File: src/rtl/useq_pkg.sv
// useq_pkg: microinstruction format, seq/mem encodings and fixed addresses for micro_sequencer
package useq_pkg;
    localparam int MI_W      = 40;
    localparam int CWRD_LSB  = 11;
    localparam int CWRD_BITS = 29;
    localparam int ADDR_BITS = 6;
    typedef enum logic [2:0] {
        SEQ_JUMP, SEQ_NEXT, SEQ_DISPATCH, SEQ_BRZ, SEQ_BRNZ, SEQ_CALL, SEQ_RET, SEQ_HALT
    } seq_e;
    typedef enum logic [1:0] {MEM_NONE, MEM_RD, MEM_WR, MEM_ILL} mem_e;
    typedef struct packed {
        logic [CWRD_BITS-1:0] cwrd;
        seq_e                 seq;
        logic [ADDR_BITS-1:0] addr;
        mem_e                 mem;
    } mi_t;
    localparam mi_t NOP = '0;
    localparam logic [ADDR_BITS-1:0] ILLEGAL_DISPATCH = 6'h3F;
    localparam logic [ADDR_BITS-1:0] FETCH_ADDR       = 6'h00;
    function automatic mi_t mi(input seq_e s, input logic [ADDR_BITS-1:0] a, input mem_e m,
                               input logic [CWRD_BITS-1:0] c);
        return '{cwrd: c, seq: s, addr: a, mem: m};
    endfunction
endpackage

File: src/rtl/useq_rom.sv
// useq_rom: combinational 64x40 control store and 64x6 opcode dispatch table
module useq_rom
    import useq_pkg::*;
(
    input  logic [5:0]      uaddr_i,
    input  logic [5:0]      op_i,
    output logic [MI_W-1:0] mi_o,
    output logic [5:0]      disp_o
);
    always_comb begin
        case (uaddr_i)
            FETCH_ADDR: mi_o = mi(SEQ_NEXT,     6'h00, MEM_NONE, 29'h100);
            6'h01:      mi_o = mi(SEQ_DISPATCH, 6'h00, MEM_NONE, 29'h101);
            6'h05:      mi_o = mi(SEQ_BRZ,      6'h20, MEM_NONE, 29'h105);
            6'h06:      mi_o = mi(SEQ_JUMP,     6'h00, MEM_NONE, 29'h106);
            6'h08:      mi_o = mi(SEQ_CALL,     6'h30, MEM_NONE, 29'h108);
            6'h09:      mi_o = mi(SEQ_JUMP,     6'h00, MEM_NONE, 29'h109);
            6'h0C:      mi_o = mi(SEQ_BRNZ,     6'h22, MEM_NONE, 29'h10C);
            6'h0D:      mi_o = mi(SEQ_JUMP,     6'h00, MEM_NONE, 29'h10D);
            6'h10:      mi_o = mi(SEQ_NEXT,     6'h00, MEM_RD,   29'h110);
            6'h11:      mi_o = mi(SEQ_JUMP,     6'h00, MEM_WR,   29'h111);
            6'h18:      mi_o = mi(SEQ_HALT,     6'h00, MEM_NONE, 29'h118);
            6'h1C:      mi_o = mi(SEQ_NEXT,     6'h00, MEM_ILL,  29'h11C);
            6'h20:      mi_o = mi(SEQ_JUMP,     6'h00, MEM_NONE, 29'h120);
            6'h22:      mi_o = mi(SEQ_JUMP,     6'h00, MEM_NONE, 29'h122);
            6'h30:      mi_o = mi(SEQ_RET,      6'h00, MEM_NONE, 29'h130);
            6'h31:      mi_o = mi(SEQ_RET,      6'h00, MEM_NONE, 29'h131);
            6'h3E:      mi_o = mi(SEQ_NEXT,     6'h00, MEM_NONE, 29'h13E);
            6'h3F:      mi_o = mi(SEQ_NEXT,     6'h00, MEM_NONE, 29'h13F);
            default:    mi_o = NOP;
        endcase
    end
    always_comb begin
        case (op_i)
            6'h00:   disp_o = FETCH_ADDR;
            6'h01:   disp_o = 6'h10;
            6'h02:   disp_o = 6'h05;
            6'h03:   disp_o = 6'h3E;
            6'h04:   disp_o = 6'h08;
            6'h05:   disp_o = 6'h18;
            6'h06:   disp_o = 6'h1C;
            6'h07:   disp_o = 6'h31;
            6'h08:   disp_o = 6'h0C;
            default: disp_o = ILLEGAL_DISPATCH;
        endcase
    end
endmodule

File: src/rtl/micro_sequencer.sv
// micro_sequencer: microprogrammed control sequencer with opcode dispatch, cc branches and memory stalls
// `MICROSEQ_SUBROUTINE_EN adds a single-entry return register for CALL/RET; otherwise they halt as illegal.
module micro_sequencer
    import useq_pkg::*;
#(
    parameter int UADDR_W = 6,
    parameter int CWRD_W  = 29
) (
    input  logic               clk,
    input  logic               rst,
    input  logic [5:0]         ire_op,
    input  logic [3:0]         cc,
    input  logic               mem_rdy,
    output logic [CWRD_W-1:0]  cwrd,
    output logic               mem_req,
    output logic               mem_we,
    output logic [UADDR_W-1:0] upc,
    output logic               halt,
    output logic               illegal
);
    typedef enum logic [1:0] {S_RUN, S_WAIT, S_HALTED} state_e;
    state_e             state_q, state_d;
    mi_t                mir_q, mir_d;
    logic [UADDR_W-1:0] upc_q, upc_d, upc_inc, nxt;
    logic               ill_q, ill_d, bad, stop, stall, mem_op, unused_cc;
    logic [MI_W-1:0]    rom_mi;
    logic [5:0]         disp;
`ifdef MICROSEQ_SUBROUTINE_EN
    logic [UADDR_W-1:0] ret_q, ret_d;
`endif
    useq_rom u_rom (
        .uaddr_i(nxt),
        .op_i   (ire_op),
        .mi_o   (rom_mi),
        .disp_o (disp)
    );
    assign upc_inc   = upc_q + UADDR_W'(1);
    assign mem_op    = mir_q.mem == MEM_RD || mir_q.mem == MEM_WR;
    assign stall     = mem_op && !mem_rdy;
    assign halt      = state_q == S_HALTED;
    assign illegal   = ill_q;
    assign mem_req   = mem_op && !halt;
    assign mem_we    = mem_req && mir_q.mem == MEM_WR;
    assign upc       = upc_q;
    assign cwrd      = mir_q[CWRD_LSB +: CWRD_W];
    assign unused_cc = ^cc[3:1];
    always_comb begin
        nxt  = upc_inc;
        stop = 1'b0;
        bad  = mir_q.mem == MEM_ILL;
        case (mir_q.seq)
            SEQ_JUMP:     nxt = mir_q.addr;
            SEQ_DISPATCH: begin
                nxt = disp;
                bad = bad || disp == ILLEGAL_DISPATCH;
            end
            SEQ_BRZ:      nxt = cc[0] ? mir_q.addr : upc_inc;
            SEQ_BRNZ:     nxt = cc[0] ? upc_inc : mir_q.addr;
`ifdef MICROSEQ_SUBROUTINE_EN
            SEQ_CALL:     nxt = mir_q.addr;
            SEQ_RET:      nxt = ret_q;
`else
            SEQ_CALL, SEQ_RET: bad = 1'b1;
`endif
            SEQ_HALT:     stop = 1'b1;
            default:      nxt = upc_inc;
        endcase
    end
    always_comb begin
        state_d = state_q;
        mir_d   = mir_q;
        upc_d   = upc_q;
        ill_d   = ill_q;
`ifdef MICROSEQ_SUBROUTINE_EN
        ret_d   = ret_q;
`endif
        if (state_q != S_HALTED) begin
            if (stall) begin
                state_d = S_WAIT;
            end else if (bad || stop) begin
                state_d = S_HALTED;
                mir_d   = NOP;
                ill_d   = bad;
            end else begin
                state_d = S_RUN;
                upc_d   = nxt;
                mir_d   = rom_mi;
`ifdef MICROSEQ_SUBROUTINE_EN
                ret_d   = (mir_q.seq == SEQ_CALL) ? upc_inc : ret_q;
`endif
            end
        end
    end
    always_ff @(posedge clk) begin
        if (rst) begin
            state_q <= S_RUN;
            mir_q   <= NOP;
            upc_q   <= FETCH_ADDR;
            ill_q   <= 1'b0;
`ifdef MICROSEQ_SUBROUTINE_EN
            ret_q   <= '0;
`endif
        end else begin
            state_q <= state_d;
            mir_q   <= mir_d;
            upc_q   <= upc_d;
            ill_q   <= ill_d;
`ifdef MICROSEQ_SUBROUTINE_EN
            ret_q   <= ret_d;
`endif
        end
    end
endmodule

File: config.mk
export PLATFORM = sky130hd
export DESIGN_NAME = micro_sequencer
export DESIGN_NICKNAME = d
export VERILOG_FILES = /design/src/rtl/useq_pkg.sv /design/src/rtl/useq_rom.sv /design/src/rtl/micro_sequencer.sv
export SDC_FILE = /design/constraint.sdc
export NUM_CORES = 1
export LEC_CHECK = 0
export ABC_AREA = 1
export CAP_MARGIN = 20
export CORE_MARGIN = 2
export CORE_UTILIZATION = 45
export CTS_BUF_LIST = sky130_fd_sc_hd__clkbuf_16
export CTS_CLUSTER_DIAMETER = 30
export CTS_CLUSTER_SIZE = 8
export DETAILED_ROUTE_END_ITERATION = 6
export PLACE_DENSITY = 0.86
export SYNTH_ARGS = -nofsm -noshare
export SYNTH_HDL_FRONTEND = slang
export SYNTH_SLANG_ARGS = --single-unit
File: constraint.sdc
create_clock -name clk -period 1.95 [get_ports clk]
set_input_delay 0.39 -clock clk [delete_from_list [all_inputs] [get_ports clk]]
set_output_delay 0.39 -clock clk [all_outputs]
set_load 0.1 [all_outputs]
==> out/metrics.yaml, run 1 <==
setup_path:
  critPathArrivalTime_ns: 2.05
  critPathCaptureType: "register"
  cp_slowest_cell: "dlygate4sd2_1"
  cp_num_buf_inv: 3
  startpoint_type: "input pin"
  cpMostUsedCell: "nand2_2"
  crit_path_max_incr_delay_ns: 0.26
  path_class: "input pin to register"
  cp_top_family: "simple AND/OR/NAND/NOR gates"
  crit_chain: "dlygate4sd2_1 > nor2_4 > nand3_2 > nand2_2 > buf_4 > nand2_1 > nand2_2 > nand3_4 > nand2_2 > nor2_4 > buf_4 > o21bai_1 > a21oi_1"
  cp_max_fo: 5
  cp.required_ns: 2.08
layout:
  stdcell_count: 428
  fin_util: 0.695
  nets: 397
  syn2layout_area_growth_pct: 47.9
  nFillCells: 321
  drive_gt1_frac: 0.500
  n_antenna_cell: 0
  fin_area_um2: 3030
global_routing:
  grt_max_degree: 25
  antenna_found_initial: 0
  grt_pass1_vias: 2144
  grtUsageTotal: 0.227
  grt_overflow: 0
  grt_pass1_wl_um: 9450
sta:
  fin_tns_setup_ns: 0
  period_share: 0.984
  min_period_ns: 1.92
  setup_viol: 0
  finalHoldViolations: 0
  slew_violations: 0
  max_freq_mhz: 521
  finalClockSkew_ns: 0.0109
  holdWs_ns: 0.467
die:
  die_x_um: 71.4
  rows: 24
  io_pins: 52
  dieArea_um2: 5100
  coreArea_um2: 4350
  start_util: 0.470
  die_h_um: 71.4
synth:
  syn_inst: 298
  ys_types: 35
  synth_flop_cell: "dfxtp_1"
  synth.avg_cell_area_um2: 6.87
  seq_area_frac_synth: 0.235
  synth_edf_count: 0
  async_flop_share: 0
  ys_seq_elements: 24
  synthesis.area_um2: 2050
  ys.warnings.count: 0
run_status:
  outcome: "complete, no violations"
hold_path:
  hp-class: "register to register"
drt:
  dr.pass1.iters: 4
  drt_iter0_markers: 146
  drt-total-wl_um: 6060
  ant_nets: 0
  vias_per_cell: 5.13
  wl_per_cell_um: 14.2
  drc: 0
  vias: 2195
power:
  ir_drop_mv: 1.39
  power_leakage_nw: 1.42
  p_per_area_nw_per_um2: 1940
placement:
  dp_cells: 409
  gp_congestion: 0.903
  dpl_cell_area_um2: 2610
  io_buffer_count: 26
  dp_hpwl_um: 3870
clocking:
  cts_buffers: 3
  clkTransAtPathRegs_ns: 0.06
  numClockSinks: 24
  cts.path.max_buffers: 2
  tritoncts: "built"
  htreeDepth: 1
  insertion_delay_ns: 0.26
  cts_root_buffer: "clkbuf_16"
flow_run:
  cap_violations: 0
cell usage in the layout (no fill, tap or decap), types with 8 or more instances in the layout:
cell / Yosys / layout
a21oi_1: 23 / 18
buf_4: 30 / 70
conb_1: 1 / 22
dfxtp_1: 24 / 15
inv_1: 19 / 12
inv_2: 10 / 15
nand2_1: 75 / 65
nand2_2: 12 / 17
nand3_1: 16 / 12
nor2_1: 18 / 10
nor2_4: 7 / 15
o21ai_1: 10 / 8
cell type report:
cell class / instances / area [um^2] / area share
repair buffers: 88 / 726 / 0.240
inverters: 30 / 120 / 0.0397
well taps: 52 / 65.1 / 0.0215
multi-input cells: 230 / 1530 / 0.507
clock inverters: 1 / 3.75 / 0.00124
clock buffers: 3 / 75.1 / 0.0248
flip-flops and latches: 24 / 504 / 0.167
cells by family after synthesis:
family	Yosys count	synth area share
XOR/XNOR	1	0.00428
flip-flops	24	0.235
AO/OA/AOI/OAI	47	0.134
AND/OR/NAND/NOR	153	0.399
buffers and inverters	65	0.183
adder cells (fa/ha/maj)	7	0.0428
other	1	0.00183
power by group:
| part | internal, W | switching, W | total (W) | leakage, nW |
|---|---|---|---|---|
| Sequential | 0.000662 | 0.000135 | 0.000797 | 0.201 |
| Clock | 0.000274 | 0.000175 | 0.000449 | 0.0385 |
| Combinational | 0.00167 | 0.00295 | 0.00462 | 1.18 |
| Total | 0.00260 | 0.00326 | 0.00586 | 1.42 |
cells in the mapped netlist, types with 7 or more instances:
cell type,instances,share of area
nand2_1,75,0.14
buf_4,30,0.11
dfxtp_1,24,0.23
a21oi_1,23,0.056
inv_1,19,0.035
nor2_1,18,0.033
nand3_1,16,0.039
nand2_2,12,0.037
inv_2,10,0.018
o21ai_1,10,0.024
ha_1,7,0.043
nor2_4,7,0.039
final timing paths:
path / start / endpoint / slack, ns / cells past startpoint
min: cwrd[1] / cwrd[1] / 0.47 / 2
max reg2reg: mir_q[10] / cwrd[5] / 0.08 / 13
min reg2reg: cwrd[1] / cwrd[1] / 0.47 / 2
max: ire_op[5] / cwrd[5] / 0.03 / 13
sequential cells by signal (all words and copies together), names as in the netlist:
name and count:
mir_q 8, cwrd 7, upc 6, state_q 2
illegal 1
timing repair:
action	in CTS	in global routing
endpoints found under the setup margin	21	14
hold buffers	0	0
pin swaps	24	27
setup buffers	5	10
gates resized for setup	58	28
tightest hold or removal path, cell delays in order (launching register included):
cell     delay [ns]
dfxtp_1        0.31
nand2_1        0.06
a21oi_1        0.05
layer usage:
| layer | up-vias | share of wire | wire length (um) | global-route usage |
|---|---|---|---|---|
| met5 | - | 0 | 0 | 0 |
| met4 | 0 | 0.038 | 232 | 0.0713 |
| met3 | 23 | 0.069 | 420 | 0.0436 |
| met2 | 87 | 0.51 | 3080 | 0.405 |
| met1 | 1016 | 0.38 | 2330 | 0.273 |
| li1 | 1069 | - | - | - |
per-stage QoR:
step / setup slack [ns] / total power (W)
after floorplan: 0.0171 / 0.00352
after global placement: -0.456 / 0.00446
after detailed placement: -0.571 / 0.00454
after CTS: 0.00114 / 0.00542
after global routing: -0.0399 / 0.00619
final: 0.0305 / 0.00586
Note: power is estimated with default switching activity, not from simulation.
==> run 2: changes to the inputs <==
--- a/config.mk
+++ b/config.mk
@@ -14,6 +14,8 @@
 export CTS_CLUSTER_SIZE = 8
 export DETAILED_ROUTE_END_ITERATION = 6
 export PLACE_DENSITY = 0.86
+export RECOVER_POWER = 100
+export REMOVE_ABC_BUFFERS = 1
 export SYNTH_ARGS = -nofsm -noshare
 export SYNTH_HDL_FRONTEND = slang
 export SYNTH_SLANG_ARGS = --single-unit
==> out/metrics.yaml, run 2 (synthesized netlist as in run 1, its figures left out) <==
run_status:
  outcome: "complete, no violations"  # unchanged
setup_path:
  r2r_end: "mir_q[10]"  # was cwrd[5]
  crit_path_max_incr_delay_ns: 0.36  # was 0.26 ns
  cp_slowest_cell: "dfxtp_4"  # was dlygate4sd2_1
  reg2regPathDepth: 13  # unchanged
  reg2reg_from: "mir_q[8]"  # was mir_q[10]
  cpMostUsedCell: "buf_4"  # was nand2_2
  startpoint_type: "register"  # was input pin
  crit_chain: "buf_4 > nand2_1 > nand3_4 > nand2_1 > inv_1 > nor2_4 > buf_6 > buf_4 > buf_4 > nand3_4 > a21oi_2 > o21ai_1 > a21oi_1"  # was dlygate4sd2_1 > nor2_4 > nand3_2 > nand2_2 > buf_4 > nand2_1 > nand2_2 > nand3_4 > nand2_2 > nor2_4 > buf_4 > o21bai_1 > a21oi_1
  cp_max_fo: 5  # unchanged
  critPathArrivalTime_ns: 2.11  # was 2.05 ns
  path_class: "register to register"  # was input pin to register
  r2r_slack_ns: 0.03  # was 0.08 ns
  cp.required_ns: 2.14  # was 2.08 ns
  critPathCaptureType: "register"  # unchanged
sta:
  min_period_ns: 1.92  # about the same
  fin_tns_setup_ns: 0  # unchanged
  finalHoldViolations: 0  # unchanged
  rsz0062_at_grt: "true"
  worst_pin_slew_ns: 0.542
  period_share: 0.984  # about the same
  max_freq_mhz: 521  # about the same
  setup_viol: 0  # unchanged
  slew_violations: 0  # unchanged
  finalClockSkew_ns: 0.00364  # was 0.0109 ns
  slew_headroom: 0.640
placement:
  dp_cells: 418  # was 409
  gp_congestion: 0.883  # was 0.903
  dp_hpwl_um: 4220  # was 3870 um
  io_buffer_count: 26  # unchanged
hold_path:
  hp-class: "register to register"  # unchanged
  holdPathEnd: "cwrd[4]"  # was cwrd[1]
  min-delay-start: "cwrd[4]"  # was cwrd[1]
  min_path_cells: 2  # unchanged
power:
  p_per_area_nw_per_um2: 1980  # was 1940 nW/um^2
  ir_drop_mv: 1.04  # was 1.39 mV
  switching_power_w: 0.00326  # about the same
  pwr-share-seq: 0.128  # was 0.136
  swShare: 0.547  # was 0.556
  clockPowerShare: 0.101  # was 0.077
  power_leakage_nw: 1.42  # about the same
  p_int_w: 0.00269  # was 0.00260 W
  p_comb_frac: 0.771  # was 0.787
die:
  die_x_um: 71.4  # unchanged
  die_h_um: 71.4  # unchanged
  coreArea_um2: 4350  # unchanged
  start_util: 0.470  # unchanged
  dieArea_um2: 5100  # unchanged
  io_pins: 52  # unchanged
  rows: 24  # unchanged
layout:
  nets: 402  # was 397
  nFillCells: 348  # was 321
  layout_common_cells: "nand2_1 (63), buf_4 (62), conb_1 (22)"  # was buf_4 (70), nand2_1 (65), conb_1 (22)
  top_register: "mir_q"  # unchanged
  largest_reg_flops: 8  # unchanged
  drive_gt1_frac: 0.470  # was 0.500
  syn2layout_area_growth_pct: 46.7  # was 47.9%
  n_antenna_cell: 0  # unchanged
  final_common_cell: "nand2_1"  # was buf_4
  stdcell_count: 433  # was 428
global_routing:
  grt_max_degree: 25  # unchanged
  grt_overflow: 0  # unchanged
  grt_pass1_wl_um: 9490  # was 9450 um
  antenna_found_initial: 0  # unchanged
  grt_pass1_vias: 2058  # was 2144
  grtUsageTotal: 0.232  # was 0.227
drt:
  drt_iter0_markers: 161  # was 146
  vias: 2245  # was 2195
  drc: 0  # unchanged
  drt-total-wl_um: 6540  # was 6060 um
  dr.pass1.iters: 4  # unchanged
  vias_per_cell: 5.18  # was 5.13
  ant_nets: 0  # unchanged
  wl_per_cell_um: 15.1  # was 14.2 um
clocking:
  cts_root_buffer: "clkbuf_16"  # unchanged
  cts_buffers: 3  # unchanged
  clkTransAtPathRegs_ns: 0.07  # was 0.06 ns
  cts.path.max_buffers: 2  # unchanged
  cts_hold_buffers: 0  # unchanged
  htreeDepth: 1  # unchanged
  insertion_delay_ns: 0.26  # about the same
  tritoncts: "built"  # unchanged
  numClockSinks: 24  # unchanged
flow_run:
  cap_violations: 0  # unchanged
## run 2: final cells by class
cell class	count	area (um^2)	area share
multi-input cells	230	1480	0.494
repair buffers	93	733	0.244
flip-flops and latches	24	492	0.164
inverters	30	125	0.0417
clock buffers	3	75.1	0.0250
well taps	52	65.1	0.0217
clock inverters	1	30.0	0.0100
## run 2: how the worst max path moves through the flow
| stage | startpoint | to |
|---|---|---|
| 2_1_floorplan | state_q[1] | mem_we |
| 3_3_place_gp | ire_op[0] | cwrd[8] |
| 5_1_grt | mir_q[8] | cwrd[0] |
| 4_1_cts | ire_op[4] | mir_q[8] |
| 6_report | mir_q[8] | mir_q[10] |
| 3_5_place_dp | ire_op[0] | cwrd[8] |
## run 2: through the flow
| stage | cell area [um^2] | setup WS [ns] | total power [W] | hold WS, ns | util |
|---|---|---|---|---|---|
| floorplan | 1870 | -1.51 | 0.00328 | 0.439 | - |
| global placement | 2680 | -0.523 | 0.00467 | 0.453 | 0.616 |
| detailed placement | 2680 | -0.589 | 0.00474 | 0.458 | 0.616 |
| CTS | 2830 | 0.0113 | 0.00546 | 0.469 | 0.651 |
| global route | 3000 | -0.0961 | 0.00625 | 0.484 | 0.690 |
| finish | 3000 | 0.0303 | 0.00595 | 0.465 | 0.690 |
## run 2: what timing repair did
item                                    in CTS  in global routing
gates resized for setup                     26                 57
endpoints found under the setup margin      22                 16
cloned                                       0                  0
setup buffers                                0                 11
pin swaps                                   11                 28
## run 2: worst max-delay path: cells and delay by family (launching register included)
kind                   cells  cell delay, ns
AO/OA/AOI/OAI              3            0.38
flip-flops                 1            0.36
AND/OR/NAND/NOR            5            0.55
buffers and inverters      5            0.56
## run 2: power by group through the flow
stage,Combinational [W],Clock [W],Sequential (W)
after floorplan,0.00186,0,0.00141
after global placement,0.00391,0,0.000752
after detailed placement,0.00398,0,0.000760
after CTS,0.00409,0.000607,0.000756
after global routing,0.00485,0.000626,0.000774
final,0.00459,0.000602,0.000760
## run 2: layer usage
metal,GRT usage,share of wire,vias to the layer above
met1,0.284,0.38,1038
met3,0.0267,0.060,27
met5,0,0,-
met2,0.407,0.52,100
met4,0.105,0.043,0
li1,-,-,1080
==> run 3: changes to the inputs <==
--- a/config.mk
+++ b/config.mk
@@ -5,15 +5,14 @@
 export SDC_FILE = /design/constraint.sdc
 export NUM_CORES = 1
 export LEC_CHECK = 0
-export ABC_AREA = 1
 export CAP_MARGIN = 20
 export CORE_MARGIN = 2
-export CORE_UTILIZATION = 45
+export CORE_UTILIZATION = 44
 export CTS_BUF_LIST = sky130_fd_sc_hd__clkbuf_16
 export CTS_CLUSTER_DIAMETER = 30
 export CTS_CLUSTER_SIZE = 8
 export DETAILED_ROUTE_END_ITERATION = 6
-export PLACE_DENSITY = 0.86
+export PLACE_DENSITY = 0.88
 export RECOVER_POWER = 100
 export REMOVE_ABC_BUFFERS = 1
 export SYNTH_ARGS = -nofsm -noshare
==> out/metrics.yaml, run 3 <==
run_status:
  outcome: "finished with violations"  # was complete, no violations
  violations: "setup timing"
setup_path:
  critPathArrivalTime_ns: 2.48  # was 2.11 ns
  crit_start: "ire_op[2]"  # was mir_q[8]
  cp.required_ns: 2.12  # was 2.14 ns
  critPathCaptureType: "register"  # unchanged
  startpoint_type: "input pin"  # was register
  crit_path_max_incr_delay_ns: 0.34  # was 0.36 ns
  path_class: "input pin to register"  # was register to register
  reg2reg_from: "mir_q[9]"  # was mir_q[8]
  cp_slowest_cell: "a2bb2o_2"  # was dfxtp_4
  r2r_end: "cwrd[8]"  # was mir_q[10]
  cp_num_buf_inv: 1  # was 5
  crit_chain: "buf_2 > nor2b_1 > a2bb2o_2 > a21o_1 > and2_4 > ha_4 > nor3_2 > a21oi_1 > o211ai_1 > a221oi_2"  # was buf_4 > nand2_1 > nand3_4 > nand2_1 > inv_1 > nor2_4 > buf_6 > buf_4 > buf_4 > nand3_4 > a21oi_2 > o21ai_1 > a21oi_1
  cp_top_family: "compound AO/OA/AOI/OAI gates"  # was buffers and inverters
  endpoint: "cwrd[8]"  # was mir_q[10]
  critical_path_depth: 10  # was 13
  r2r_slack_ns: -0.23  # was 0.03 ns
  cp_max_fo: 7  # was 5
  reg2regPathDepth: 10  # was 13
synth:
  seq_area_frac_synth: 0.247  # was 0.235
  async_flop_share: 0  # unchanged
  synth-xor-area-share: 0.0180  # was 0.00428
  yosysTopAreaCell: "dfxtp_1"  # unchanged
  ys_types: 60  # was 35
  ys.warnings.count: 0  # unchanged
  synth_compound_area_frac: 0.319  # was 0.134
  muxShareOfSynthArea: 0  # unchanged
  synth_top_family_by_area: "compound AO/OA/AOI/OAI gates"  # was simple AND/OR/NAND/NOR gates
  synth_flop_cell: "dfxtp_1"  # unchanged
  syn_inst: 251  # was 298
  synthAdderAreaFrac: 0.0508  # was 0.0428
  synth-simple-area-share: 0.202  # was 0.399
  synth_edf_count: 0  # unchanged
  ys_seq_elements: 24  # unchanged
  synth.avg_cell_area_um2: 7.76  # was 6.87 um^2
  synth_common_cells: "buf_4 (29), nand2_1 (29), dfxtp_1 (24), nor2_1 (24), a21oi_1 (18)"  # was nand2_1 (75), buf_4 (30), dfxtp_1 (24), a21oi_1 (23), inv_1 (19)
  synth_area_leaders: "dfxtp_1 (25%), buf_4 (11%), nand2_1 (5.6%), a21oi_1 (4.6%), nor2_1 (4.6%)"  # was dfxtp_1 (23%), nand2_1 (14%), buf_4 (11%), a21oi_1 (5.6%), ha_1 (4.3%)
  synthesis.area_um2: 1950  # was 2050 um^2
  netlist.area_leader.share: 0.247  # was 0.235
clocking:
  numClockSinks: 24  # unchanged
  tritoncts: "built"  # unchanged
  cts_hold_buffers: 0  # unchanged
  cts_root_buffer: "clkbuf_16"  # unchanged
  htreeDepth: 1  # unchanged
  insertion_delay_ns: 0.26  # about the same
  cts.path.max_buffers: 2  # unchanged
  clkTransAtPathRegs_ns: 0.06  # was 0.07 ns
  cts_buffers: 3  # unchanged
drt:
  vias: 2526  # was 2245
  drc: 0  # unchanged
  ant_nets: 0  # unchanged
  dr.pass1.iters: 5  # was 4
  wl_per_cell_um: 22.3  # was 15.1 um
  drt_iter0_markers: 385  # was 161
  drt-total-wl_um: 8680  # was 6540 um
  vias_per_cell: 6.48  # was 5.18
sta:
  finalHoldViolations: 0  # unchanged
  setup_viol: 17  # was 0
  worst_pin_slew_ns: 0.776  # was 0.542 ns
  holdWs_ns: 0.468  # was 0.465 ns
  rsz0062_at_grt: "true"  # unchanged
  fin_tns_setup_ns: -3.43  # was 0 ns
  period_share: 1.18  # was 0.984
  min_period_ns: 2.30  # was 1.92 ns
  finalClockSkew_ns: 0.00166  # was 0.00364 ns
  slew_headroom: 0.483  # was 0.640
  setup_ws_ns: -0.351  # was 0.0303 ns
  slew_violations: 0  # unchanged
  max_freq_mhz: 435  # was 521 MHz
placement:
  io_buffer_count: 26  # unchanged
  gp_congestion: 1.02  # was 0.883
  dp_hpwl_um: 4240  # was 4220 um
  dp_cells: 370  # was 418
die:
  coreArea_um2: 4290  # was 4350 um^2
  io_pins: 52  # unchanged
  start_util: 0.453  # was 0.470
  die_h_um: 70.5  # was 71.4 um
  die_x_um: 70.5  # was 71.4 um
  dieArea_um2: 4970  # was 5100 um^2
  rows: 24  # unchanged
global_routing:
  grt_pass1_vias: 2236  # was 2058
  grt_overflow: 0  # unchanged
  grt_pass1_wl_um: 11000  # was 9490 um
  grtUsageTotal: 0.280  # was 0.232
  antenna_found_initial: 0  # unchanged
  grt_max_degree: 16  # was 25
power:
  ir_drop_mv: 1.24  # was 1.04 mV
  p_per_area_nw_per_um2: 2080  # was 1980 nW/um^2
  power_leakage_nw: 1.33  # was 1.42 nW
layout:
  stdcell_count: 390  # was 433
  nets: 359  # was 402
  syn2layout_area_growth_pct: 62.6  # was 46.7%
  drive_gt1_frac: 0.530  # was 0.470
  final_common_cell: "buf_4"  # was nand2_1
  top_register: "mir_q"  # unchanged
  layout_common_cells: "buf_4 (64), nand2_1 (22), conb_1 (22)"  # was nand2_1 (63), buf_4 (62), conb_1 (22)
  largest_reg_flops: 8  # unchanged
  nFillCells: 266  # was 348
  n_antenna_cell: 0  # unchanged
flow_run:
  cap_violations: 0  # unchanged
hold_path:
  hp-class: "register to register"  # unchanged
==> run 3: through the flow <==
stage          setup slack, ns  total power, W  utilization  instance area, um^2
3_3_place_gp            -0.808         0.00456        0.605                 2600
2_1_floorplan            -1.59         0.00312            -                 1730
3_5_place_dp            -0.905         0.00466        0.605                 2600
6_report                -0.351         0.00657        0.737                 3170
5_1_grt                 -0.389         0.00669        0.737                 3170
4_1_cts                -0.0709         0.00582        0.698                 3000
==> run 3: cells by family (layout without fill, tap and decap cells) <==
kind of cell,count (synthesis),after routing
AND/OR/NAND/NOR,86,86
AO/OA/AOI/OAI,80,80
buffers and inverters,48,114
flip-flops,24,24
adder cells (fa/ha/maj),8,8
XOR/XNOR,4,4
other,1,22
==> run 3: timing repair <==
| item | 4_1_cts | 5_1_grt |
|---|---|---|
| resized for setup | 90 | 38 |
| buffers inserted | 8 | 9 |
| endpoints found under the setup margin | 23 | 22 |
| pin swaps | 28 | 24 |
==> run 3: report_power, final <==
part / leakage (nW) / switching (W) / internal, W
logic: 1.08 / 0.00313 / 0.00199
clock network: 0.0511 / 0.000194 / 0.000409
registers: 0.199 / 0.000189 / 0.000658
total: 1.33 / 0.00352 / 0.00306
==> run 3: worst min-delay path: stages (launching register included) <==
cell	delay, ns
dfxtp_1	0.32
nand2_1	0.05
a21oi_1	0.05
==> run 3: routing by layer <==
metal / vias to the layer above / GRT usage / share of wire
li1: 1030 / - / -
met1: 1168 / 0.324 / 0.36
met2: 240 / 0.491 / 0.46
met3: 88 / 0.0462 / 0.088
met4: 0 / 0.145 / 0.094
met5: - / 0 / 0
==> run 3: final cells by class <==
type	count	area, um^2	area share
tap	52	65.1	0.0206
timing repair buffer	105	900	0.284
clock inverter	1	30.0	0.00949
multi-input combinational	200	1580	0.499
sequential	24	494	0.156
clock buffer	3	75.1	0.0237
inverter	5	21.3	0.00672
==> run 3: how the worst min path moves through the flow <==
stage	start	endpoint	slack, ns	cells after the start
global placement	cwrd[5]	cwrd[5]	0.45	2
CTS	cwrd[3]	cwrd[3]	0.47	2
finish	cwrd[3]	cwrd[3]	0.47	2
detailed placement	cwrd[5]	cwrd[5]	0.46	2
floorplan	mir_q[0]	mir_q[0]	0.44	2
global route	cwrd[2]	cwrd[2]	0.50	2
